File: src/rtl/framebuffer_arbiter.sv
// Round-robin sharing of framebuffer port A between two drawing masters, plus a
// sequencer that fills the whole framebuffer with one colour at one word per cycle.
module framebuffer_arbiter #(
  parameter int ADDR_WIDTH = 17,
  parameter int DATA_WIDTH = 16,
  parameter int FB_WORDS   = 98304
) (
  input  logic                  clk,
  input  logic                  resetN,
  input  logic                  req0Valid,
  output logic                  req0Ready,
  input  logic                  req0Write,
  input  logic [ADDR_WIDTH-1:0] req0Address,
  input  logic [DATA_WIDTH-1:0] req0Data,
  input  logic                  req1Valid,
  output logic                  req1Ready,
  input  logic                  req1Write,
  input  logic [ADDR_WIDTH-1:0] req1Address,
  input  logic [DATA_WIDTH-1:0] req1Data,
  output logic                  rsp0Valid,
  output logic [DATA_WIDTH-1:0] rsp0Data,
  output logic                  rsp1Valid,
  output logic [DATA_WIDTH-1:0] rsp1Data,
  input  logic                  clearStart,
  input  logic [DATA_WIDTH-1:0] clearColor,
  output logic                  clearBusy,
  output logic [ADDR_WIDTH-1:0] memAddress,
  output logic [DATA_WIDTH-1:0] memDataOut,
  output logic                  memWriteEnable,
  input  logic [DATA_WIDTH-1:0] memDataIn
);

  // One extra counter bit so the clear counter can reach FB_WORDS itself.
  localparam logic [ADDR_WIDTH:0] FB_LIMIT  = (ADDR_WIDTH+1)'(FB_WORDS);
  localparam logic [ADDR_WIDTH:0] COUNT_ONE = {{ADDR_WIDTH{1'b0}}, 1'b1};

  typedef enum logic [0:0] {IDLE = 1'b0, CLEAR = 1'b1} state_t;

  state_t                state_r;
  state_t                nextState_s;
  logic                  lastGrant_r;
  logic [ADDR_WIDTH:0]   clearCount_r;
  logic [DATA_WIDTH-1:0] clearColor_r;
  logic                  grant0_s;
  logic                  grant1_s;
  logic                  clearAccept_s;
  logic                  clearIssue_s;
  logic [ADDR_WIDTH-1:0] cmdAddress_s;
  logic [DATA_WIDTH-1:0] cmdData_s;
  logic                  cmdWrite_s;
  logic                  cmdInRange_s;
  logic [ADDR_WIDTH-1:0] memAddress_r;
  logic [DATA_WIDTH-1:0] memDataOut_r;
  logic                  memWriteEnable_r;
  logic                  cmdRead0_r;
  logic                  cmdRead1_r;
  logic                  cmdOor_r;
  logic                  rsp0Valid_r;
  logic                  rsp1Valid_r;
  logic                  rspOor_r;

  function automatic logic inRange(input logic [ADDR_WIDTH-1:0] address);
    return ({1'b0, address} < FB_LIMIT);
  endfunction

  // Grant selection; lastGrant_r = 1 means requester 1 was served last.
  always_comb begin
    grant0_s      = 1'b0;
    grant1_s      = 1'b0;
    clearAccept_s = 1'b0;
    if (resetN && (state_r == IDLE)) begin
      if (clearStart) begin
        clearAccept_s = 1'b1;
      end else if (req0Valid && req1Valid) begin
        grant0_s = lastGrant_r;
        grant1_s = ~lastGrant_r;
      end else begin
        grant0_s = req0Valid;
        grant1_s = req1Valid;
      end
    end else begin
      clearAccept_s = 1'b0;
    end
  end

  // Next state: CLEAR stays until the last fill address has been on the pins.
  always_comb begin
    nextState_s = state_r;
    case (state_r)
      IDLE: begin
        if (clearAccept_s) nextState_s = CLEAR;
        else               nextState_s = IDLE;
      end
      CLEAR: begin
        if (clearCount_r == FB_LIMIT) nextState_s = IDLE;
        else                          nextState_s = CLEAR;
      end
      default: nextState_s = IDLE;
    endcase
  end

  // Command selection; address 0 of a fill goes out on the accepting edge itself.
  always_comb begin
    cmdAddress_s = memAddress_r;
    cmdData_s    = memDataOut_r;
    cmdWrite_s   = 1'b0;
    cmdInRange_s = 1'b1;
    clearIssue_s = 1'b0;
    if (clearAccept_s) begin
      cmdAddress_s = {ADDR_WIDTH{1'b0}};
      cmdData_s    = clearColor;
      cmdWrite_s   = 1'b1;
    end else if ((state_r == CLEAR) && (clearCount_r != FB_LIMIT)) begin
      clearIssue_s = 1'b1;
      cmdAddress_s = clearCount_r[ADDR_WIDTH-1:0];
      cmdData_s    = clearColor_r;
      cmdWrite_s   = 1'b1;
    end else if (grant0_s) begin
      cmdInRange_s = inRange(req0Address);
      cmdAddress_s = req0Address;
      cmdData_s    = req0Data;
      cmdWrite_s   = req0Write & cmdInRange_s;
    end else if (grant1_s) begin
      cmdInRange_s = inRange(req1Address);
      cmdAddress_s = req1Address;
      cmdData_s    = req1Data;
      cmdWrite_s   = req1Write & cmdInRange_s;
    end else begin
      cmdWrite_s = 1'b0;
    end
  end

  // State, round-robin history and fill bookkeeping.
  always_ff @(posedge clk or negedge resetN) begin
    if (!resetN) begin
      state_r      <= IDLE;
      lastGrant_r  <= 1'b1;
      clearCount_r <= {(ADDR_WIDTH+1){1'b0}};
      clearColor_r <= {DATA_WIDTH{1'b0}};
    end else begin
      state_r <= nextState_s;
      if (grant0_s)      lastGrant_r <= 1'b0;
      else if (grant1_s) lastGrant_r <= 1'b1;
      else               lastGrant_r <= lastGrant_r;
      if (clearAccept_s) begin
        clearCount_r <= COUNT_ONE;
        clearColor_r <= clearColor;
      end else if (clearIssue_s) begin
        clearCount_r <= clearCount_r + COUNT_ONE;
      end else if (state_r == CLEAR) begin
        clearCount_r <= {(ADDR_WIDTH+1){1'b0}};
      end else begin
        clearCount_r <= clearCount_r;
      end
    end
  end

  // Memory port registers; address and data hold when nothing is issued.
  always_ff @(posedge clk or negedge resetN) begin
    if (!resetN) begin
      memAddress_r     <= {ADDR_WIDTH{1'b0}};
      memDataOut_r     <= {DATA_WIDTH{1'b0}};
      memWriteEnable_r <= 1'b0;
    end else begin
      memAddress_r     <= cmdAddress_s;
      memDataOut_r     <= cmdData_s;
      memWriteEnable_r <= cmdWrite_s;
    end
  end

  // Read tracking: command cycle first, then the cycle the framebuffer data is valid.
  always_ff @(posedge clk or negedge resetN) begin
    if (!resetN) begin
      cmdRead0_r  <= 1'b0;
      cmdRead1_r  <= 1'b0;
      cmdOor_r    <= 1'b0;
      rsp0Valid_r <= 1'b0;
      rsp1Valid_r <= 1'b0;
      rspOor_r    <= 1'b0;
    end else begin
      cmdRead0_r  <= grant0_s & ~req0Write;
      cmdRead1_r  <= grant1_s & ~req1Write;
      cmdOor_r    <= ~cmdInRange_s;
      rsp0Valid_r <= cmdRead0_r;
      rsp1Valid_r <= cmdRead1_r;
      rspOor_r    <= cmdOor_r;
    end
  end

  assign req0Ready      = grant0_s;
  assign req1Ready      = grant1_s;
  assign clearBusy      = (state_r == CLEAR);
  assign memAddress     = memAddress_r;
  assign memDataOut     = memDataOut_r;
  assign memWriteEnable = memWriteEnable_r;
  assign rsp0Valid      = rsp0Valid_r;
  assign rsp1Valid      = rsp1Valid_r;
  // Out-of-range reads answer zero instead of whatever the RAM drives.
  assign rsp0Data = (rsp0Valid_r && !rspOor_r) ? memDataIn : {DATA_WIDTH{1'b0}};
  assign rsp1Data = (rsp1Valid_r && !rspOor_r) ? memDataIn : {DATA_WIDTH{1'b0}};

endmodule
File: config.mk
export PLATFORM = sky130hd
export DESIGN_NAME = framebuffer_arbiter
export DESIGN_NICKNAME = d
export VERILOG_FILES = /design/src/rtl/framebuffer_arbiter.sv
export SDC_FILE = /design/constraint.sdc
export NUM_CORES = 1
export LEC_CHECK = 0
export BUFFER_PORTS_ARGS = -buffer_cell sky130_fd_sc_hd__buf_2
export CORE_ASPECT_RATIO = 1.4
export CORE_MARGIN = 10
export CORE_UTILIZATION = 43
export DETAILED_ROUTE_END_ITERATION = 6
export PLACE_DENSITY = 0.77
export SLEW_MARGIN = 20
export SYNTH_ARGS = -nofsm -noshare
export SYNTH_HDL_FRONTEND = slang
export SYNTH_SLANG_ARGS = --single-unit
export TNS_END_PERCENT = 30
File: constraint.sdc
create_clock -name clk -period 2 [get_ports clk]
set_input_delay 0.1 -clock clk [delete_from_list [all_inputs] [get_ports clk]]
set_output_delay 0.1 -clock clk [all_outputs]
set_load 0.03 [all_outputs]
==> impl_metrics.csv <==
group,metric,value,unit
sta,slew_viol_final,0,
clock_network,clk_path_buf_depth,2,
synthesis,synth_seq_area_share,48.8,%
layout,fin_area,5720,µm²
setup_path,worstPathRequired,2210,ps
power_and_ir_drop,p_switching,2.16,mW
layout,final_net_count,724,
clock_network,clkTransAtPathRegs,50,ps
layout,drive_gt1_share,39.7,%
floorplan,start_util,43.7,%
synthesis,synth_nets,509,
run_status,violations,"setup timing",
sta,timing.final.ws_setup,-2.97,ps
setup_path,path_class,"reg2reg",
global_routing,grt_use_total,18.7,%
floorplan,die_h,133,µm
synthesis,syn-cell-area,3900,µm²
detailed_routing,ant_nets,0,
synthesis,yosysUniqueCellTypes,39,
floorplan,fp.dieW,100,µm
setup_path,max_stage_delay,390,ps
power_and_ir_drop,comb_power_share,37.3,%
floorplan,dieArea,13300,µm²
global_routing,grt_max_degree,37,
sta,setup_viol,1,
detailed_routing,route.detailed.drc,0,
power_and_ir_drop,p_leak,3.09,nW
layout,synthToLayoutAreaGrowth,46.8,%
sta,skew,4.63,ps
floorplan,boundaryPins,176,
sta,fin_crit,2000,ps
power_and_ir_drop,p_clk_share,25.4,%
detailed_routing,first_pass_iters,7,
clock_network,cts_sinks,76,
run_status,status,"finished with violations",
sta,hold_ws,65.3,ps
detailed_routing,drt-total-wl,12.8,mm
detailed_routing,via_count,3915,
placed_design,portBuffers,175,
placed_design,gp_congestion,0.791,
sta,tightest_slew,755,ps
sta,finalCritPeriodShare,100,%
placed_design,dpl_cell_area,5010,µm²
placed_design,dpl.hpwl,9.44,mm
detailed_routing,wl_per_cell,17.6,µm
clock_network,ctsHtreeMaxLevel,3,
synthesis,yosys_register_bits,76,
global_routing,overflow,0,
run,drv_cap,0,
synthesis,syn_area_per_cell,9.69,µm²
synthesis,synth_warnings,0,
layout,diodes,0,
setup_path,cp-start-kind,"register",
floorplan,row_count,41,
setup_path,end_kind,"register",
power_and_ir_drop,p_per_area,1060,nW/µm²
power_and_ir_drop,p_int,3.88,mW
setup_path,timing.critical_path.cells,"nor4_1 -> nand2_1 -> o31ai_4 -> buf_6 -> nand2b_4 -> buf_8 -> a2bb2oi_2",
setup_path,worstPathArrival,2210,ps
sta,fin_setup_tns,-2.97,ps
clock_network,cts_tree,"yes",
power_and_ir_drop,vdd_drop_max,0.000694,V
synthesis,synthArstFlopShare,100,%
placed_design,dp_slack,-48.1,ps
setup_path,slowest_stage,"dfrtp_1",
floorplan,core_area,8930,µm²
synthesis,yosys.area.top_type,"dfrtp_1",
sta,relSlewSlack,49.6,%
clock_network,clockRootBuffer,"clkbuf_16",
clock_network,cts_buffers,9,
synthesis,netlist.area_leader.share,48.2,%
sta,final_hold_viol_count,0,
clock_network,worstSkewPairLatency,340,ps
detailed_routing,drt_iter0_drc,152,
detailed_routing,vias_per_cell,5.37,
synthesis,yosys-top-cells-area,"dfrtp_1, nand2_1, and2_1, mux2i_1, a22o_1",
power_and_ir_drop,swShare,35.8,%
global_routing,grt_pass1_wl,20.4,mm
sta,max_freq,0.499,GHz
setup_path,path_max_fanout,8,
global_routing,grt_pass1_vias,4207,
sta,rsz0062_at_grt,"true",
hold_path,hp-class,"in2reg",
synthesis,syn_inst,402,
synthesis,synth_edf_count,0,
synthesis,synth_flop_cell,"dfrtp_1",
global_routing,antenna_found_initial,0,
power_and_ir_drop,p_seq_share,37.2,%
## metal layers
| layer | vias to the layer above | track usage [%] | part of all wire [%] |
|---|---|---|---|
| met5 | - | 0 | 0 |
| met4 | 0 | 6.69 | 1.9 |
| met3 | 18 | 6.83 | 8.6 |
| met2 | 155 | 34.6 | 55 |
| met1 | 1885 | 18.1 | 34 |
| li1 | 1857 | - | - |
## layout by cell type, fill, tap and decap left out, drive strengths merged
| cell type | n |
|---|---|
| a2bb2oi | 16 |
| nor4b | 1 |
| dfstp | 1 |
| and4 | 1 |
| a21oi | 19 |
| nand2 | 61 |
| buf | 210 |
| nand3b | 1 |
| nand2b | 2 |
| nand3 | 12 |
| nor2b | 2 |
| dlygate4sd3 | 20 |
| clkbuf | 16 |
| nor3b | 2 |
| xnor2 | 1 |
| o31ai | 2 |
| a31oi | 1 |
| xor2 | 15 |
| nor4 | 2 |
| a22o | 17 |
| nand4 | 6 |
| a22oi | 16 |
| inv | 7 |
| nor3 | 3 |
| o21ai | 2 |
| mux2i | 17 |
| o22ai | 2 |
| nor2 | 35 |
| o221ai | 16 |
| and3 | 3 |
| o21a | 2 |
| clkinv | 1 |
| ha | 2 |
| and2 | 33 |
| dfrtp | 75 |
## power by group through the flow
stage                     clock [mW]  sequential (mW)  combinational, mW
after floorplan                    0             2.68              0.854
after CTS                       1.56             2.23               2.09
after detailed placement           0             2.24               2.05
after global placement             0             2.23               1.98
final                           1.53             2.25               2.25
after global routing            1.62             2.30               2.47
## worst paths after layout
| path | slack [ps] | cells after the start | start | to |
|---|---|---|---|---|
| setup / recovery | -3 | 7 | clearCount_r[2]$_DFFE_PN0P_ | memDataOut[1]$_DFFE_PN0P_ |
| hold reg to reg | 350 | 0 | cmdRead0_r$_DFF_PN0_ | rsp0Valid$_DFF_PN0_ |
| max in group asynchronous | 1240 | 3 | resetN | rsp0Valid$_DFF_PN0_ |
| setup reg to reg | -3 | 7 | clearCount_r[2]$_DFFE_PN0P_ | memDataOut[1]$_DFFE_PN0P_ |
| hold / removal | 70 | 3 | req1Valid | lastGrant_r$_DFFE_PN1P_ |
| min in group asynchronous | 120 | 2 | resetN | memDataOut[4]$_DFFE_PN0P_ |
## registers in the layout (all words and copies together) (netlist names), 16 cells and up
register and flops:
memDataOut 16, clearCount_r 18, clearColor_r 16, memAddress 17
## cell type report
| class | instances | area, µm² |
|---|---|---|
| well taps | 107 | 134 |
| clock inverters | 1 | 5.00 |
| multi-input cells | 292 | 1960 |
| repair buffers | 231 | 1410 |
| fillers | 730 | 3210 |
| inverters | 7 | 26.3 |
| clock buffers | 15 | 278 |
| flip-flops and latches | 76 | 1900 |
## worst max-delay path: cells and delay by family, from the launching register on
family,cells,cell delay (ps)
AO/OA/AOI/OAI,2,510
flip-flops,1,390
buffers and inverters,2,310
AND/OR/NAND/NOR,3,670
## kinds of logic (layout without fill, tap and decap cells)
logic type | count (synthesis) | in the layout | synth area share [%]
buffers and inverters | 34 | 254 | 3.82
flip-flops | 76 | 76 | 48.8
multiplexers | 17 | 17 | 4.37
AO/OA/AOI/OAI | 93 | 93 | 18.5
XOR/XNOR | 16 | 16 | 3.60
AND/OR/NAND/NOR | 164 | 164 | 20.2
adder cells (fa/ha/maj) | 2 | 2 | 0.642
## Yosys cell counts (3+ instances only)
cell       instances
a21oi_1           19
a22o_1            17
a22oi_1           16
a2bb2oi_1         16
and2_1            33
and3_1             3
buf_2              5
clkbuf_1          17
dfrtp_1           75
inv_1              6
mux2i_1           17
nand2_1           61
nand3_1           12
nand4_1            6
nor2_1            35
nor3_1             3
o221ai_1          16
xor2_1            15
## what timing repair did
item | CTS | global route
setup buffers | 2 | 5
pin swaps | 3 | 8
hold buffers | 20 | 0
hold endpoints to repair | 94 | 0
endpoints found under the setup margin | 16 | 52
cloned | 0 | 2
gates resized for setup | 2 | 37
## stage by stage
| stage | instances | utilization, % | power (mW) |
|---|---|---|---|
| 4_1_cts | 722 | 61.8 | 5.87 |
| 3_3_place_gp | 684 | 56.1 | 4.21 |
| 3_5_place_dp | 684 | 56.1 | 4.29 |
| 6_report | 729 | 64.1 | 6.04 |
| 2_1_floorplan | 402 | - | 3.53 |
| 5_1_grt | 729 | 64.1 | 6.39 |
Note: power is estimated with default switching activity, not from simulation.
